**config.mk**
```make
export PLATFORM = sky130hd
export DESIGN_NAME = traffic_lite
export DESIGN_NICKNAME = d
export VERILOG_FILES = /design/src/rtl/traffic_lite_pkg.sv /design/src/rtl/traffic_lite_timer.sv /design/src/rtl/traffic_lite.sv
export SDC_FILE = /design/constraint.sdc
export NUM_CORES = 1
export LEC_CHECK = 0
export BUFFER_PORTS_ARGS = -buffer_cell sky130_fd_sc_hd__buf_2
export CORE_MARGIN = 2
export CORE_UTILIZATION = 45
export CTS_BUF_LIST = sky130_fd_sc_hd__clkbuf_2
export DETAILED_ROUTE_END_ITERATION = 6
export GPL_ROUTABILITY_DRIVEN = 0
export HOLD_SLACK_MARGIN = 0.05
export MAX_ROUTING_LAYER = met4
export PLACE_DENSITY_LB_ADDON = 0.12
export SETUP_SLACK_MARGIN = 0.05
export SYNTH_ARGS = -nofsm -noshare
export SYNTH_HDL_FRONTEND = slang
export SYNTH_SLANG_ARGS = --single-unit
```
**constraint.sdc**
```tcl
create_clock -name clock -period 5.4 [get_ports clock]
set_clock_uncertainty 0.15 [all_clocks]
set_input_delay 0.27 -clock clock [delete_from_list [all_inputs] [get_ports clock]]
set_output_delay 0.27 -clock clock [all_outputs]
set_load 0.005 [all_outputs]
```
**src/rtl/traffic_lite_pkg.sv**
```systemverilog
// traffic_lite shared types: state codes, dwell width, light decode.
// Imported by the controller top and its dwell timer.
package traffic_lite_pkg;

  localparam int DWELL_W = 8;

  localparam logic [DWELL_W-1:0] DWELL_ONE = DWELL_W'(1);
  localparam logic [DWELL_W-1:0] DWELL_MAX = '1;

  typedef logic [1:0] state_t;

  localparam state_t NS_GREEN = 2'd0;
  localparam state_t NS_CLEAR = 2'd1;
  localparam state_t EW_GREEN = 2'd2;
  localparam state_t EW_CLEAR = 2'd3;

  typedef struct packed {
    logic ew;
    logic ns;
  } lites_t;

  // At most one green per state; clear states show none.
  function automatic lites_t decode(input state_t s);
    lites_t l;
    l = '0;
    unique case (1'b1)
      (s == NS_GREEN): l.ns = 1'b1;
      (s == EW_GREEN): l.ew = 1'b1;
      default:         l = '0;
    endcase
    return l;
  endfunction

endpackage

```
**src/rtl/traffic_lite_timer.sv**
```systemverilog
// traffic_lite dwell timer: counts cycles spent in the current state.
// Restart loads 1 so the first cycle in a state reads as 1.
module traffic_lite_timer
  import traffic_lite_pkg::*;
(
  input  logic               clock,
  input  logic               reset_n,
  input  logic               restart,
  output logic [DWELL_W-1:0] count
);

  // Reload on reset or state change, else count up and stick at max.
  always_ff @(posedge clock) begin
    if (!reset_n || restart) begin
      count <= DWELL_ONE;
    end else if (count != DWELL_MAX) begin
      count <= count + DWELL_ONE;
    end
  end

endmodule

```
**src/rtl/traffic_lite.sv**
```systemverilog
// traffic_lite: two-way light controller with min green and clearance.
// Lights are registered copies of the state decode.
module traffic_lite
  import traffic_lite_pkg::*;
#(
  parameter int unsigned MIN_GREEN = 1,
  parameter int unsigned ALL_RED   = 0
) (
  input  logic EWCar,
  input  logic NSCar,
  output logic EWLite,
  output logic NSLite,
  input  logic clock,
  input  logic reset_n
);

  localparam logic [DWELL_W-1:0] MIN_G =
    DWELL_W'(MIN_GREEN);
  localparam logic [DWELL_W-1:0] CLR_N =
    DWELL_W'(ALL_RED);
  localparam bit HAS_CLEAR = (ALL_RED != 0);

  state_t             state;
  state_t             next;
  logic [DWELL_W-1:0] dwell;
  logic               restart;
  lites_t             lites_nx;

  assign restart  = (next != state);
  assign lites_nx = decode(next);

  traffic_lite_timer u_timer (
    .clock   (clock),
    .reset_n (reset_n),
    .restart (restart),
    .count   (dwell)
  );

  // Leave a green only on a cross request after the minimum hold.
  always_comb begin
    next = state;
    unique case (state)
      NS_GREEN: begin
        if (EWCar && dwell >= MIN_G) begin
          next = HAS_CLEAR ? NS_CLEAR : EW_GREEN;
        end
      end
      NS_CLEAR: begin
        if (dwell >= CLR_N) next = EW_GREEN;
      end
      EW_GREEN: begin
        if (NSCar && dwell >= MIN_G) begin
          next = HAS_CLEAR ? EW_CLEAR : NS_GREEN;
        end
      end
      EW_CLEAR: begin
        if (dwell >= CLR_N) next = NS_GREEN;
      end
    endcase
  end

  // State register; reset wins over any pending transition.
  always_ff @(posedge clock) begin
    if (!reset_n) begin
      state <= NS_GREEN;
    end else begin
      state <= next;
    end
  end

  // Lights track the state they will show, so they match it every cycle.
  always_ff @(posedge clock) begin
    if (!reset_n) begin
      EWLite <= 1'b0;
      NSLite <= 1'b1;
    end else begin
      EWLite <= lites_nx.ew;
      NSLite <= lites_nx.ns;
    end
  end

endmodule

```
; After elaboration in Yosys (flattened, before gate mapping)
; Cells that the tools add are included.
[word_totals]
regBits = 12
in_bits = 4
out_inout_bits = 2
word_cells = 26
[op_classes]
add_sub_neg = 1
n_lt_le_gt_ge = 2
eq_ne = 6
n_mux = 7
n_reduce_logical = 6
[ops]
columns = operator, n
row1 = "8-bit by 1-bit greater-or-equal comparator with 1-bit output, second input constant", 2
row2 = "8-bit by 1-bit adder with 8-bit output, second input constant", 1
row3 = 2-bit 2-to-1 mux, 4
row4 = "8-bit != test, second input constant", 1
row5 = 2-bit case mux with 4 select lines, 1
row6 = "2-bit == test, second input constant", 3
row7 = 2-bit zero test, 2
row8 = "2-bit by 1-bit == test with 1-bit output, second input constant", 1
row9 = 1-bit logical AND, 2
row10 = 1-bit 2-to-1 mux, 2
row11 = 2-bit != test, 1
row12 = 1-bit zero test, 1
row13 = 1-bit logical OR, 1

; Logic depth before layout (Yosys ltp)
[logic_depth]
ltp_word = 6
ltp_mapped = 5
ltp_nobuf = 5

; Hierarchy
; Synthesis repeated with hierarchy kept, for this count alone.
[hier_totals]
hier_cells = 60
hier_area_um2 = 556.8
[modules_own_cells]
columns = module, n_inst, cells_each, area_each_um2, seq_area_each_um2
row1 = traffic_lite_timer, 1, 42, 375.4, 160.2
row2 = traffic_lite, 1, 18, 181.4, 80.1

; Worst setup path after synthesis
; OpenSTA, ideal clock, no wires.
[synth_path]
path_kind = register -> register
start = register u_timer.count[1]
end = register u_timer.count[0]
setup_ns = 0.120
t_arrival_ns = 1.414
required_ns = 5.130
path_slack_ns = 3.715
stages_incl_launch_ff = 6
path_buffers = 0
period_less_slack_ns = 1.685
path_cell_list = dfxtp_1 inv_1 ha_1 nor4b_4 a22oi_4 a211o_2
[synth_between]
elab_chain_cells = 6
elab_cells_between_ends = 12
cone_classes = 2 x order compare / 2 x eq/ne / 5 x mux / 3 x reduce/logical
[synth_lines]
columns = item, line
row1 = "start, declared", traffic_lite_timer.sv:9  ; output logic [DWELL_W-1:0] count
row2 = "start signal, assigned", traffic_lite_timer.sv:17  ; count <= count + DWELL_ONE;
row3 = 8-bit by 1-bit greater-or-equal comparator with 1-bit output, "traffic_lite.sv:44, traffic_lite.sv:52"
row4 = "1-bit logical AND, on equally long branches", "traffic_lite.sv:52, traffic_lite.sv:44"
row5 = "2-bit 2-to-1 mux, on equally long branches", "traffic_lite.sv:52, traffic_lite.sv:44"
row6 = 2-bit case mux with 4 select lines, traffic_lite.sv:42  ; unique case (state)
row7 = 2-bit != test, traffic_lite.sv:29  ; assign restart = (next != state);
row8 = 1-bit logical OR, traffic_lite_timer.sv:14  ; if (!reset_n || restart) begin
; Several ways; a longest one is shown, not always the timed one.
; A chain may end at the register's enable or synchronous reset.

; Worst setup path after layout
; Ends and elaborated chain as after synthesis.

==> metrics.md <==
| Metric | Value |
|---|---|
| Sequential power share | `58.8%` |
| Sinks on the clock net | `12` |
| Synthesized flop and latch total | `12` |
| Largest net degree at the start of global routing | `11` |
| Post-synthesis compound-gate area fraction | `26.7%` |
| Via Count | `591` |
| Worst Hold Class | `primary input to flop` |
| Status | `finished, final reports clean` |
| # hold bufs at CTS | `0` |
| Clock latency on the worst-skew pair | `270 ps` |
| Netlist cell types | `29` |
| Final Slew Violations | `0` |
| Gr usage total | `15.7%` |
| H-tree levels | `1` |
| Max cap viols | `0` |
| Comb power frac | `13.8%` |
| CTS root buf | `clkbuf_2` |
| Fin. Hold Viols | `0` |
| Xor-xnor portion of the synthesized cell area | `0%` |
| Synth Cell Area | `693 um2` |
| Multi-input gate area | `400 um2` |
| Row count | `14` |
| CP Data Required Time | `5420 ps` |
| WP data arrival | `1850 ps` |
| Die Width | `43.2 um` |
| Switch Pwr | `0.0000466 W` |
| Final hold slack | `145 ps` |
| Switching part of the total | `28.5%` |
| Number of synthesized flops with an enable pin | `0` |
| Final setup fails | `0` |
| Bufs on Longest Clock Path | `2` |
| Seq/Total Area, Yosys | `34.7%` |
| RSZ-0062 raised after global routing | `no` |
| Fin util | `48.9%` |
| Worst-path clk slew | `110 ps` |
| Peak supply drop | `0.179 mV` |
| Static leakage | `0.244 nW` |
| Die Y | `43.2 um` |
| Placed Area | `704 um2` |
| Global-route wire length before repair | `2.15 mm` |
| Die area | `1870 um2` |
| Pwr per Cell Area | `227 nW/um2` |
| Reg area | `240 um2` |
| Setup CP Type | `flop to flop` |
| Main combinational cell family by area after synthesis | `compound AO/OA/AOI/OAI gates` |
| Core ar. | `1470 um2` |
| Multiplexer share of the synthesized area | `0%` |
| Internal Pwr Total | `0.000117 W` |
| FFs w/ async S/R, synth | `0%` |
| Final antenna-violating net count | `0` |
| Setup_tns | `0 ps` |
| Fmax | `546 MHz` |
| Drt drc | `0` |
| IO Count | `6` |
| Ant. Diodes | `0` |
| Post-CTS Setup Inserts | `0` |
| Layout Nets | `84` |
| Total wire length | `1.29 mm` |
| CTS Buf Count | `3` |
| Number of fill cells in the layout | `143` |
| CTS tree | `done` |
| DP Wirelength | `948 um` |
| Ys Warns | `0` |
| Vias in the first global route | `505` |
| Post-synthesis simple-gate area fraction | `25.1%` |
| Initial antenna violation count | `0` |
| Total grt overflow | `0` |
| Post-Synth Adder-Cell Area | `5.42%` |
| Synth Instances | `73` |
| Crit share post-route | `33.9%` |
| Dpl cells | `88` |
| Starting DRT DRC Count | `19` |
| Non-Filler Instances | `91` |
| Layout cells sized above 1 | `24.0%` |
| CP Capture Type | `flop` |
| Startpoint Class | `flop` |
| Post-route cell area | `719 um2` |
| Main synth FF type | `dfxtp_1` |
| Avg Vias per Cell | `6.49` |
| Critical Path Fanout Max | `8` |
| Initial Util | `47.1%` |
| Initial DRT Pass Iterations | `4` |
| Clock share of power | `27.4%` |
| Post-CTS sizing | `0` |
| Routed len/inst | `14.1 um` |
| Layout area overhead | `3.79%` |
| Fin crit period | `1830 ps` |
| Avg Cell Area, Syn | `9.50 um2` |
| Synthesized Nets | `80` |
| PortBufs | `5` |
-- power groups by stage --
stage / Combinational [W] / Clock, W / Sequential (W)
after global routing: 0.0000249 / 0.0000490 / 0.0000970
after CTS: 0.0000227 / 0.0000460 / 0.0000960
after detailed placement: 0.0000227 / 0 / 0.0000980
final: 0.0000226 / 0.0000448 / 0.0000960
after floorplan: 0.0000170 / 0 / 0.0000974
after global placement: 0.0000223 / 0 / 0.0000981
-- Yosys cell counts, types with 2 or more instances --
library cell,instances,share of area [%]
nor2_1,2,1.1
a211oi_1,4,4.3
nand2b_1,2,1.8
nand3_1,4,2.9
buf_1,2,1.1
buf_2,2,1.4
inv_1,5,2.7
dfxtp_1,12,35
nor3_1,2,1.4
nor4_1,4,3.6
ha_1,3,5.4
nand2_1,4,2.2
a21oi_1,2,1.4
a31oi_1,4,3.6
a2111oi_2,3,6.5
nand4_1,4,3.6
o31ai_1,2,2.2
-- kinds of logic after synthesis --
group | after synthesis
buf+inv | 11
compound gates | 20
other cells | 1
flops | 12
fa+ha+maj | 3
simple gates | 26
-- through the flow --
stage	setup slack [ps]	total power (W)
CTS	3570	0.000165
finish	3570	0.000163
global route	3440	0.000171
floorplan	3720	0.000114
global placement	3630	0.000120
detailed placement	3590	0.000121
-- state kept, by name, summed over array words and instances (netlist names) --
| register | count |
|---|---|
| NSLite | 1 |
| EWLite | 1 |
| u_timer.count | 8 |
| state | 2 |
-- layer usage --
layer,part of all wire [%],track usage (%),wire length [um],vias up
li1,-,-,-,284
met1,44,20.8,571,279
met2,47,23.3,609,26
met3,6.2,2.98,80,2
met4,1.9,6.67,24,0
met5,0,-,0,-
-- layout by cell type (no fill, tap or decap), drive strengths merged --
cell,n
a22oi,1
inv,5
nor4b,1
and3,2
nand4,4
conb,1
a2111oi,3
clkbuf,3
a21oi,2
nand2b,2
a211o,2
o31ai,2
nor4,5
nand3,4
a21bo,1
nand2,4
ha,3
a31oi,4
a211oi,4
buf,5
nor3,2
dfxtp,12
nor2,2
o21ba,1
-- worst max-delay path: stages, from the launching register on --
cell,delay (ps)
dfxtp_1,480
inv_1,100
ha_1,220
nor4b_4,310
a22oi_4,190
a211o_2,290
-- area by class of cell --
| class | instances | area share [%] |
|---|---|---|
| Tap cell | 16 | 2.78 |
| Clock buffer | 3 | 2.09 |
| Multi-Input combinational cell | 50 | 55.7 |
| Timing Repair Buffer | 5 | 3.48 |
| Sequential cell | 12 | 33.4 |
| Inverter | 5 | 2.61 |
-- worst paths after layout --
kind	start	endpoint	slack [ps]	cells past startpoint
worst max-delay path	u_timer.count[1]	u_timer.count[0]	3570	5
worst min-delay path	reset_n	EWLite	140	3
worst max register to register	u_timer.count[1]	u_timer.count[0]	3570	5
worst min register to register	u_timer.count[4]	u_timer.count[4]	430	2
Power figures use the tool's default switching activity.
